File: src/rtl/nibble_serial_subtractor.sv
// nibble_serial_subtractor: DIFF = A - B - BORROW_IN over WIDTH bits, one
// nibble per clock (LSB first) through a single 4-bit P/G adder slice that
// computes A + ~B + ~borrow.
// Optional macro SUB_SIGNED_SAT_EN: when defined, DIFF saturates to the signed
// extreme on overflow (OVF/BORROW_OUT still report the raw result).
module nibble_serial_subtractor #(
  parameter int WIDTH = 16
) (
  input  logic             clk,
  input  logic             rst,
  input  logic             in_valid,
  output logic             in_ready,
  input  logic [WIDTH-1:0] A,
  input  logic [WIDTH-1:0] B,
  input  logic             BORROW_IN,
  output logic             out_valid,
  input  logic             out_ready,
  output logic [WIDTH-1:0] DIFF,
  output logic             BORROW_OUT,
  output logic             ZERO,
  output logic             OVF
);

  localparam int NIB = WIDTH / 4;
  localparam int CW  = (NIB > 1) ? $clog2(NIB) : 1;
  localparam logic [CW-1:0] LAST = CW'(NIB - 1);

  typedef enum logic [1:0] {IDLE, RUN, DONE} state_t;

  state_t                 state_q, state_d;
  logic [NIB-1:0][3:0]    a_q, a_d, b_q, b_d, res_q, res_d;
  logic                   borrow_q, borrow_d;
  logic [CW-1:0]          cnt_q, cnt_d;
  logic [WIDTH-1:0]       diff_q, diff_d;
  logic                   bout_q, bout_d, zero_q, zero_d, ovf_q, ovf_d;

  // Shared nibble slice: propagate/generate over A + ~B, carry-in = ~borrow.
  logic [3:0] s_a, s_nb, s_p, s_g, s_sum;
  logic [4:0] s_c;
  logic [WIDTH-1:0] full_res, fin_diff;
  logic             raw_ovf;

  // Nibble k of the captured operands through the 4-bit carry chain.
  always_comb begin
    s_a    = a_q[cnt_q];
    s_nb   = ~b_q[cnt_q];
    s_p    = s_a ^ s_nb;
    s_g    = s_a & s_nb;
    s_c[0] = ~borrow_q;
    for (int i = 0; i < 4; i++) s_c[i+1] = s_g[i] | (s_p[i] & s_c[i]);
    s_sum  = s_p ^ s_c[3:0];
  end

  // State, operand and result registers; reset discards any operation.
  always_ff @(posedge clk) begin
    if (rst) begin
      state_q  <= IDLE;
      a_q      <= '0;
      b_q      <= '0;
      res_q    <= '0;
      borrow_q <= 1'b0;
      cnt_q    <= '0;
      diff_q   <= '0;
      bout_q   <= 1'b0;
      zero_q   <= 1'b0;
      ovf_q    <= 1'b0;
    end else begin
      state_q  <= state_d;
      a_q      <= a_d;
      b_q      <= b_d;
      res_q    <= res_d;
      borrow_q <= borrow_d;
      cnt_q    <= cnt_d;
      diff_q   <= diff_d;
      bout_q   <= bout_d;
      zero_q   <= zero_d;
      ovf_q    <= ovf_d;
    end
  end

  // Next-state, datapath updates and handshake outputs.
  always_comb begin
    state_d  = state_q;
    a_d      = a_q;
    b_d      = b_q;
    res_d    = res_q;
    borrow_d = borrow_q;
    cnt_d    = cnt_q;
    diff_d   = diff_q;
    bout_d   = bout_q;
    zero_d   = zero_q;
    ovf_d    = ovf_q;
    in_ready  = (state_q == IDLE);
    out_valid = (state_q == DONE);
    full_res = '0;
    fin_diff = '0;
    raw_ovf  = 1'b0;
    case (state_q)
      IDLE: begin
        if (in_valid) begin
          a_d      = A;
          b_d      = B;
          borrow_d = BORROW_IN;
          cnt_d    = '0;
          state_d  = RUN;
        end
      end
      RUN: begin
        res_d[cnt_q] = s_sum;
        borrow_d     = ~s_c[4];
        cnt_d        = cnt_q + CW'(1);
        if (cnt_q == LAST) begin
          full_res = res_d;
          raw_ovf  = (a_q[NIB-1][3] != b_q[NIB-1][3]) &&
                     (full_res[WIDTH-1] != a_q[NIB-1][3]);
`ifdef SUB_SIGNED_SAT_EN
          // Overflow pins the result to the signed extreme matching A's sign.
          fin_diff = raw_ovf ? {a_q[NIB-1][3], {(WIDTH-1){~a_q[NIB-1][3]}}}
                             : full_res;
`else
          fin_diff = full_res;
`endif
          diff_d  = fin_diff;
          bout_d  = ~s_c[4];
          zero_d  = (fin_diff == '0);
          ovf_d   = raw_ovf;
          state_d = DONE;
        end
      end
      DONE: begin
        if (out_ready) state_d = IDLE;
      end
      default: state_d = IDLE;
    endcase
  end

  assign DIFF       = diff_q;
  assign BORROW_OUT = bout_q;
  assign ZERO       = zero_q;
  assign OVF        = ovf_q;

endmodule

File: config.mk
export PLATFORM = sky130hd
export DESIGN_NAME = nibble_serial_subtractor
export DESIGN_NICKNAME = d
export VERILOG_FILES = /design/src/rtl/nibble_serial_subtractor.sv
export SDC_FILE = /design/constraint.sdc
export NUM_CORES = 1
export LEC_CHECK = 0
export CORE_UTILIZATION = 55
export DETAILED_ROUTE_END_ITERATION = 10
export PLACE_DENSITY_LB_ADDON = 0.3
export SETUP_SLACK_MARGIN = 0.4
export SLEW_MARGIN = 15
export SYNTH_ARGS = -nofsm -noshare
export SYNTH_HDL_FRONTEND = slang
export SYNTH_SLANG_ARGS = --single-unit
File: constraint.sdc
create_clock -name clk -period 6.1 [get_ports clk]
set_clock_uncertainty 0.05 [all_clocks]
set_input_delay 0.61 -clock clk [delete_from_list [all_inputs] [get_ports clk]]
set_output_delay 0.61 -clock clk [all_outputs]
set_load 0.01 [all_outputs]
# Yosys cells after proc, flatten, opt, wreduce, memory -nomap -nowiden
# Index checks and enable logic that the tools add are counted.
[totals] in_bits=37 n_memories=0 output_inout_bits=21 elab_cells=68 reg_bits=72 rom_bits=0 latch_bits=0 mem_bits_rw=0
[classes] add_sub_neg=1 bitwise=14 n_shift=0 mul=0 reduce_logical=9 eq_ne=8 n_div=0 n_mux=15 magnitude_cmp=2
[op_table] op="binary-select mux 4 bit (select 2 bit)" n=2
[op_table] op="bitwise mux 16 bit" n=1
[op_table] op="logical NOT 16 bit" n=1
[op_table] op="2-to-1 mux 4 bit" n=3
[op_table] op="demux 4 bit (select 2 bit)" n=1
[op_table] op="2-to-1 mux 2 bit" n=4
[op_table] op="bitwise XOR 4 bit" n=2
[op_table] op="case mux 2 bit (3 select lines)" n=1
[op_table] op="AND reduction 2 bit" n=3
[op_table] op="bitwise AND 1 bit" n=4
[op_table] op="bitwise AND 4 bit" n=1
[op_table] op="equality test 2 bit, second input constant" n=2
[op_table] op="!= test 2 bit, second input constant" n=2
[op_table] op="NOT 4 bit" n=1
[op_table] op="OR 1 bit" n=4
[op_table] op="case mux 2 bit (2 select lines)" n=1
[op_table] op="< comparator 2 x 3 -> 1 bit, second input constant" n=1
[op_table] op="AND reduction 3 bit" n=1
[op_table] op="adder 2 x 1 -> 2 bit, second input constant" n=1
[op_table] op="equality test 2 x 1 -> 1 bit, second input constant" n=1
[op_table] op="greater-or-equal comparator 2 x 1 -> 1 bit, second input constant" n=1
[op_table] op="logical AND 1 bit" n=2
[op_table] op="logical NOT 2 bit" n=1
[op_table] op="!= test 1 bit" n=2
[op_table] op="other kinds (5)" n=6

# Depth between registers and ports, before layout
# Gate-level depths: netlist (run 1).
[logic_depth] word_depth=14 ltp_mapped=13 mapped_depth_nobuf=11

# Least setup slack after synthesis (run 1)
# Ideal clock, no wire load.
[synth_timing] kind="register to register" startpoint="register cnt_q[0]" endpoint="register ovf_q, in the netlist OVF" stages_incl_launch_ff=12 setup_slack_ns=2.528 path_buffers=2 arrival_time_ns=3.431 setup_ns=0.091 required_ns=5.959 synth_period_minus_slack_ns=3.572 cell_sequence="dfxtp_1 buf_2 mux4_2 fa_1 inv_1 fa_1 inv_1 fa_1 fa_1 clkbuf_1 or3b_2 a311oi_1"
[synth_via] elab_chain_cells=14 word_cells_on_any_way=24 cone_classes="order compare (2); eq/ne (2); mux (7); bitwise (10); reduce/logical (3)"
[synth_lines] element="from (decl)" line_no="33" text="logic [CW-1:0] cnt_q, cnt_d;"
[synth_lines] element="from (signal assigned)" line_no="73" text="cnt_q <= cnt_d;"
[synth_lines] element="binary-select mux 4 bit (select 2 bit)" line_no="46" text="s_nb = ~b_q[cnt_q];"
[synth_lines] element="2-to-1 mux 4 bit (implied by the code)" line_no="46"
[synth_lines] element="NOT 4 bit" line_no="46"
[synth_lines] element="bitwise XOR 4 bit" line_no="47" text="s_p = s_a ^ s_nb;"
[synth_lines] element="bitwise AND 1 bit" line_no="50" text="for (int i = 0; i < 4; i++) s_c[i+1] = s_g[i] | (s_p[i] & s_c[i]);"
[synth_lines] element="OR 1 bit" line_no="50"
[synth_lines] element="bitwise AND 1 bit" line_no="50"
[synth_lines] element="OR 1 bit" line_no="50"
[synth_lines] element="bitwise AND 1 bit" line_no="50"
[synth_lines] element="OR 1 bit" line_no="50"
[synth_lines] element="bitwise XOR 4 bit" line_no="51" text="s_sum = s_p ^ s_c[3:0];"
[synth_lines] element="bitwise mux 16 bit" line_no="109" text="res_d[cnt_q] = s_sum;"
[synth_lines] element="!= test 1 bit" line_no="115" text="(full_res[WIDTH-1] != a_q[NIB-1][3]);"
[synth_lines] element="logical AND 1 bit" line_no="114" text="raw_ovf = (a_q[NIB-1][3] != b_q[NIB-1][3]) &&"
[synth_lines] element="to (signal assigned)" line_no="77" text="ovf_q <= ovf_d;"
[synth_lines] element="to (decl)" line_no="35" text="logic bout_q, bout_d, zero_q, zero_d, ovf_q, ovf_d;"
# Several ways; a longest one is shown, not always the timed one. The select of a mux whose other input is x is not followed.
# A chain may end at the register's enable or synchronous reset.

# Final worst setup path (run 1)
[layout_timing] startpoint="register cnt_q[0]" endpoint="register zero_q, in the netlist ZERO"
[layout_via] elab_chain_cells=13 word_cells_on_any_way=23 cone_classes="order compare (2); eq/ne (1); mux (7); bitwise (10); reduce/logical (3)"
[layout_lines] element="binary-select mux 4 bit (select 2 bit)" line_no="46"
[layout_lines] element="2-to-1 mux 4 bit (implied by the code)" line_no="46"
[layout_lines] element="NOT 4 bit" line_no="46"
[layout_lines] element="bitwise XOR 4 bit" line_no="47"
[layout_lines] element="bitwise AND 1 bit" line_no="50"
[layout_lines] element="OR 1 bit" line_no="50"
[layout_lines] element="bitwise AND 1 bit" line_no="50"
[layout_lines] element="OR 1 bit" line_no="50"
[layout_lines] element="bitwise AND 1 bit" line_no="50"
[layout_lines] element="OR 1 bit" line_no="50"
[layout_lines] element="bitwise XOR 4 bit" line_no="51"
[layout_lines] element="bitwise mux 16 bit" line_no="109"
[layout_lines] element="logical NOT 16 bit" line_no="125" text="zero_d = (fin_diff == '0);"
[layout_lines] element="to (signal assigned)" line_no="76" text="zero_q <= zero_d;"
[layout_lines] element="to (decl)" line_no="35"
# Several ways; a longest one is shown, not always the timed one. The select of a mux whose other input is x is not followed.

==> impl_metrics.py, run 1 <==
metrics = {
    "run_status": {
        "status": "finished, final reports clean",
    },
    "final_layout": {
        "multi_input_area_um2": 1450,
        "final_cells": 459,
        "fin_util_pct": 71.6,
        "fillers": 426,
        "final_common_cell": "nand2_1",
        "layout-drive-gt1-share_pct": 6.94,
        "final_cell_mix": "nand2_1 (89), dfxtp_1 (69), clkdlybuf4s50_1 (56)",
        "regArea_um2": 1380,
        "syn_to_final_growth_pct": 23.3,
        "num_antenna_cells": 0,
        "design_area_um2": 3710,
        "nets": 431,
    },
    "route": {
        "num_vias": 2514,
        "drt_first_pass_iters": 4,
        "ant_nets": 0,
        "wl_per_cell_um": 13.9,
        "routed_via_density": 5.48,
        "drt-total-wl_um": 6380,
        "post-route-drc-count": 0,
        "drt_iter0_markers": 180,
    },
    "critical_path": {
        "r2r-start": "cnt_q[0]",
        "rrSetupSlack_ns": 2.14,
        "crit_path_end": "ZERO",
        "worst_path_max_delay_cell": "fa_1",
        "crit_top_cell": "fa_1",
        "worstPathRequired_ns": 6.34,
        "cp.depth": 10,
        "cp-start-kind": "flop",
        "path_max_fanout": 11,
        "cp_cell_sequence": "mux4_2, fa_1, inv_1, fa_1, inv_1, fa_1, fa_1, o2111ai_1, a2111oi_0, a31o_1",
        "slowest_delay_ns": 0.76,
        "crit_buf_inv": 2,
        "timing.rr.end": "ZERO",
        "arrival_ns": 4.20,
        "cp-startpoint": "cnt_q[0]",
        "path_delay_family": "adder cells",
        "worstSetupPathType": "flop to flop",
        "cp-end-kind": "flop",
        "ff2ff_path_depth": 10,
    },
    "clock_tree": {
        "cts_tree": "yes",
        "cts_resized": 0,
        "cts_sinks": 69,
        "cts-root-buf": "clkbuf_8",
        "cts-hold-fix-buffers": 0,
        "clkSlewWorstSetupHoldPaths_ns": 0.07,
        "clk_path_buf_depth": 2,
        "cts_setup_buffers": 0,
        "insertion_delay_ns": 0.35,
        "cts_buffers": 9,
        "cts-htree-levels": 3,
    },
    "placed_design": {
        "place.gp.congestion": 0.833,
        "port_buffers": 57,
        "hpwl_um": 4110,
        "dpl_cell_area_um2": 3520,
        "dp_slack_ns": 2.21,
        "place_inst": 444,
    },
    "timing": {
        "finalSetupTns_ns": 0,
        "finalHoldViolCount": 0,
        "fmax_mhz": 253,
        "relSlewSlack_pct": 26.5,
        "fin_ws_ns": 2.14,
        "tightest_slew_ns": 1.10,
        "setup_viol": 0,
        "slew_viol_final": 0,
        "hold_slack_ns": 0.404,
        "finalCritPeriodShare_pct": 64.9,
        "min_period_ns": 3.96,
        "rsz0062_at_grt": "false",
    },
    "synth": {
        "yosysUniqueCellTypes": 38,
        "ys_seq_area_share_pct": 46.0,
        "yosysTopAreaCellShare_pct": 46.0,
        "synthesis.nets": 393,
        "synth.largest_area_cell": "dfxtp_1",
        "ys_seq_elements": 69,
        "synth_area_um2": 3010,
        "synthCells": 348,
        "syn_area_per_cell_um2": 8.64,
        "synthTopCellsByArea": "dfxtp_1 (46%), nand2_1 (11%), a21oi_1 (8.7%)",
        "yosys_warnings": 0,
    },
    "die": {
        "die_h_um": 75.9,
        "start_util_pct": 58.1,
        "core_area_um2": 5170,
        "dieArea_um2": 5760,
        "die_x_um": 75.9,
        "ioPinCount": 58,
        "rows": 26,
    },
    "grt": {
        "grt_overflow_total": 0,
        "grt_pass1_wl_um": 10500,
        "antenna_found_initial": 0,
        "grt_pass1_vias": 2334,
        "grt_max_degree": 70,
        "track_usage_pct": 23.2,
    },
    "power_and_ir_drop": {
        "seqPwrFrac_pct": 49.7,
        "p_switching_mw": 0.269,
        "total_power_mw": 0.978,
        "combPwrFrac_pct": 16.9,
        "p_int_mw": 0.709,
        "power_frac_clock_pct": 33.3,
        "power_density_nw_per_um2": 264,
        "irDropWorstVdd_mv": 0.166,
        "switching_share_pct": 27.5,
        "p_leak_nw": 1.30,
    },
    "run": {
        "cap_violations": 0,
    },
    "hold_path": {
        "hp-class": "flop to flop",
    },
}
cell usage after synthesis (all sizes together):
master	count
or3b	1
nand3	2
or4	1
o211ai	8
o21a	3
nor3	3
o2111ai	1
a311oi	1
nand2b	3
a22oi	1
buf	9
a31oi	1
and2	4
nor3b	2
mux2i	5
fa	4
nor4	1
o22ai	1
nand2	89
mux4	8
nor2b	3
a211oi	12
dfxtp	69
inv	10
clkbuf	22
nand3b	1
ha	4
a21oi	52
a31o	1
a2111oi	2
a21boi	1
nor2	23
area by class of cell:
cell class,instances,area share [%]
multi-input combinational,238,39.2
sequential,69,37.3
timing repair buffer,58,15.7
clock buffer,12,4.19
tap,70,2.36
inverter,10,1.01
clock inverter,2,0.270
per-layer routing:
metal | GRT usage, % | part of all wire [%]
met5 | 0 | 0
met4 | 9.81 | 1.3
met3 | 4.82 | 4.5
met2 | 38.8 | 49
met1 | 29.0 | 45
registers in the layout (all words and copies together) (netlist names), 2 cells and up:
name,flops
state_q,2
DIFF,16
b_q,16
cnt_q,2
a_q,16
res_q,13
worst min path at each step:
stage               from         to  slack, ns  cells past startpoint
2_1_floorplan  res_q[14]  res_q[14]       0.38                      2
3_3_place_gp     DIFF[2]    DIFF[2]       0.39                      2
3_5_place_dp     DIFF[2]    DIFF[2]       0.39                      2
4_1_cts           b_q[9]     b_q[9]       0.40                      2
5_1_grt          a_q[14]    a_q[14]       0.42                      2
6_report        DIFF[13]   DIFF[13]       0.40                      2
cells by family (layout without fill, tap and decap cells):
kind of cell    after synthesis  after routing  share of synthesized area (%)
mux                          13             13                           7.66
compound gates               84             84                           17.4
fa+ha+maj                     8              8                           4.33
flops                        69             69                           46.0
simple gates                133            133                           18.7
buf+inv                      41             82                           5.95
power groups by stage:
stage	Clock (mW)	Combinational [mW]	Sequential [mW]
final	0.326	0.166	0.487
after CTS	0.326	0.164	0.486
after global routing	0.346	0.182	0.489
after floorplan	0	0.116	0.489
after global placement	0	0.158	0.496
after detailed placement	0	0.163	0.496
worst register-to-register path, stage by stage, from the launching register on:
cell and delay (ns):
dfxtp_1 0.72, mux4_2 0.60, fa_1 0.36, inv_1 0.07
fa_1 0.17, inv_1 0.05, fa_1 0.38, fa_1 0.76
o2111ai_1 0.19, a2111oi_0 0.36, a31o_1 0.19
Power figures use the tool's default switching activity.
==> run 2: changes to the inputs <==
--- a/config.mk
+++ b/config.mk
@@ -5,7 +5,7 @@
 export SDC_FILE = /design/constraint.sdc
 export NUM_CORES = 1
 export LEC_CHECK = 0
-export CORE_UTILIZATION = 55
+export CORE_UTILIZATION = 51
 export DETAILED_ROUTE_END_ITERATION = 10
 export PLACE_DENSITY_LB_ADDON = 0.3
 export SETUP_SLACK_MARGIN = 0.4
==> constraint.sdc (replaced) <==
create_clock -name clk -period 3.7 [get_ports clk]
set_clock_uncertainty 0.05 [all_clocks]
set_input_delay 0.37 -clock clk [delete_from_list [all_inputs] [get_ports clk]]
set_output_delay 0.37 -clock clk [all_outputs]
set_load 0.01 [all_outputs]
==> impl_metrics.py, run 2 (synthesis gave the netlist of run 1 again) <==
metrics = {
    "run_status": {
        "status": "finished, final reports clean",
    },
    "route": {
        "ant_nets": 0,
        "num_vias": 2515,
        "drt_first_pass_iters": 4,
        "drt-total-wl_um": 6470,
        "drt_iter0_markers": 117,
        "routed_via_density": 5.36,
        "post-route-drc-count": 0,
        "wl_per_cell_um": 13.8,
    },
    "power_and_ir_drop": {
        "p_leak_nw": 1.33,
        "power_frac_clock_pct": 32.3,
        "p_int_mw": 1.17,
        "p_switching_mw": 0.447,
        "irDropWorstVdd_mv": 0.245,
        "combPwrFrac_pct": 18.4,
        "seqPwrFrac_pct": 49.3,
        "switching_share_pct": 27.6,
        "power_density_nw_per_um2": 431,
    },
    "grt": {
        "grt_pass1_wl_um": 10600,
        "grt_max_degree": 47,
        "track_usage_pct": 22.5,
        "grt_pass1_vias": 2276,
        "antenna_found_initial": 0,
        "grt_overflow_total": 0,
    },
    "timing": {
        "fmax_mhz": 310,
        "rsz0062_at_grt": "true",
        "tightest_slew_ns": 1.07,
        "finalSetupTns_ns": 0,
        "finalCritPeriodShare_pct": 87.1,
        "setup_viol": 0,
        "min_period_ns": 3.22,
        "slew_viol_final": 0,
        "relSlewSlack_pct": 28.7,
        "finalHoldViolCount": 0,
    },
    "critical_path": {
        "path_max_fanout": 7,
        "ff2ff_path_depth": 10,
        "timing.rr.end": "ZERO",
        "rrSetupSlack_ns": 0.48,
        "worstPathRequired_ns": 3.93,
        "cp_cell_sequence": "mux4_2, fa_2, inv_1, fa_1, inv_1, fa_2, fa_2, o2111ai_1, a2111oi_1, a31o_1",
        "cp-end-kind": "flop",
        "crit_path_end": "ZERO",
        "r2r-start": "cnt_q[0]",
        "arrival_ns": 3.46,
        "worst_path_max_delay_cell": "fa_2",
        "worstSetupPathType": "flop to flop",
        "slowest_delay_ns": 0.60,
        "crit_buf_inv": 2,
        "cp-start-kind": "flop",
        "path_delay_family": "adder cells",
        "cp-startpoint": "cnt_q[0]",
        "crit_top_cell": "fa_2",
        "cp.depth": 10,
    },
    "clock_tree": {
        "cts-hold-fix-buffers": 0,
        "cts_buffers": 9,
        "cts_tree": "yes",
        "insertion_delay_ns": 0.34,
        "clkSlewWorstSetupHoldPaths_ns": 0.07,
        "cts_sinks": 69,
        "cts-root-buf": "clkbuf_8",
        "cts-htree-levels": 3,
        "clk_path_buf_depth": 2,
    },
    "run": {
        "cap_violations": 0,
    },
    "final_layout": {
        "regArea_um2": 1390,
        "final_common_cell": "nand2_1",
        "num_antenna_cells": 0,
        "final_cell_mix": "nand2_1 (89), dfxtp_1 (68), clkdlybuf4s50_1 (56)",
        "fillers": 509,
        "nets": 438,
        "multi_input_area_um2": 1460,
        "syn_to_final_growth_pct": 25.0,
        "final_cells": 469,
        "layout-drive-gt1-share_pct": 9.32,
    },
    "hold_path": {
        "hp-class": "flop to flop",
    },
    "die": {
        "ioPinCount": 58,
        "dieArea_um2": 6200,
        "start_util_pct": 53.6,
        "core_area_um2": 5610,
        "rows": 27,
        "die_x_um": 78.8,
        "die_h_um": 78.8,
    },
    "placed_design": {
        "port_buffers": 57,
        "place.gp.congestion": 0.779,
        "hpwl_um": 4410,
        "place_inst": 451,
    },
}
[run 2: cell types whose count changed in the layout (fill, tap and decap cells not counted), sizes merged]
cell,delta
buf,+7
clkbuf,+1
[run 2: power groups by stage]
stage | logic [mW] | clock network (mW) | registers (mW)
floorplan | 0.203 | 0 | 0.807
global placement | 0.277 | 0 | 0.815
detailed placement | 0.281 | 0 | 0.816
CTS | 0.295 | 0.532 | 0.799
global route | 0.329 | 0.566 | 0.803
finish | 0.298 | 0.522 | 0.799
[run 2: area by class of cell]
class | instances | area share [%]
flip-flops and latches | 69 | 36.9
multi-input cells | 238 | 38.9
clock buffers | 13 | 3.96
inverters | 10 | 0.999
clock inverters | 2 | 0.266
repair buffers | 65 | 16.7
well taps | 72 | 2.40
[run 2: repair_timing]
action / in CTS / in global routing
resized for setup: 1 / 2
setup buffers: 2 / 1
setup endpoints to repair: 2 / 2
pin swaps: 1 / 0
[run 2: worst min path at each step]
stage,depth (start not counted),slack [ns],endpoint,from
floorplan,2,0.38,res_q[14],res_q[14]
global placement,2,0.39,DIFF[6],DIFF[6]
detailed placement,2,0.39,DIFF[10],DIFF[10]
CTS,2,0.40,DIFF[10],DIFF[10]
global route,2,0.42,DIFF[10],DIFF[10]
finish,2,0.40,DIFF[8],DIFF[8]
[run 2: stage by stage]
step / hold slack, ns / power, mW / setup slack (ns) / area, µm² / util [%]
floorplan: 0.381 / 1.01 / 0.391 / 3030 / -
global placement: 0.387 / 1.09 / 0.272 / 3570 / 63.7
detailed placement: 0.394 / 1.10 / 0.202 / 3570 / 63.7
CTS: 0.403 / 1.63 / 0.423 / 3750 / 66.8
global route: 0.420 / 1.70 / 0.349 / 3760 / 67.0
finish: 0.400 / 1.62 / 0.478 / 3760 / 67.0
[run 2: worst min-delay path: stages (launching register included)]
cell     delay (ns)
dfxtp_1        0.31
nand2_1        0.05
a21oi_1        0.05
[run 2: per-layer routing]
| layer | vias to the layer above | track usage, % | wire length [µm] |
|---|---|---|---|
| met1 | 1157 | 29.0 | 2920 |
| met2 | 75 | 35.0 | 3120 |
| met4 | 0 | 13.3 | 177 |
| met5 | - | 0 | 0 |
| met3 | 14 | 4.25 | 239 |
| li1 | 1269 | - | - |
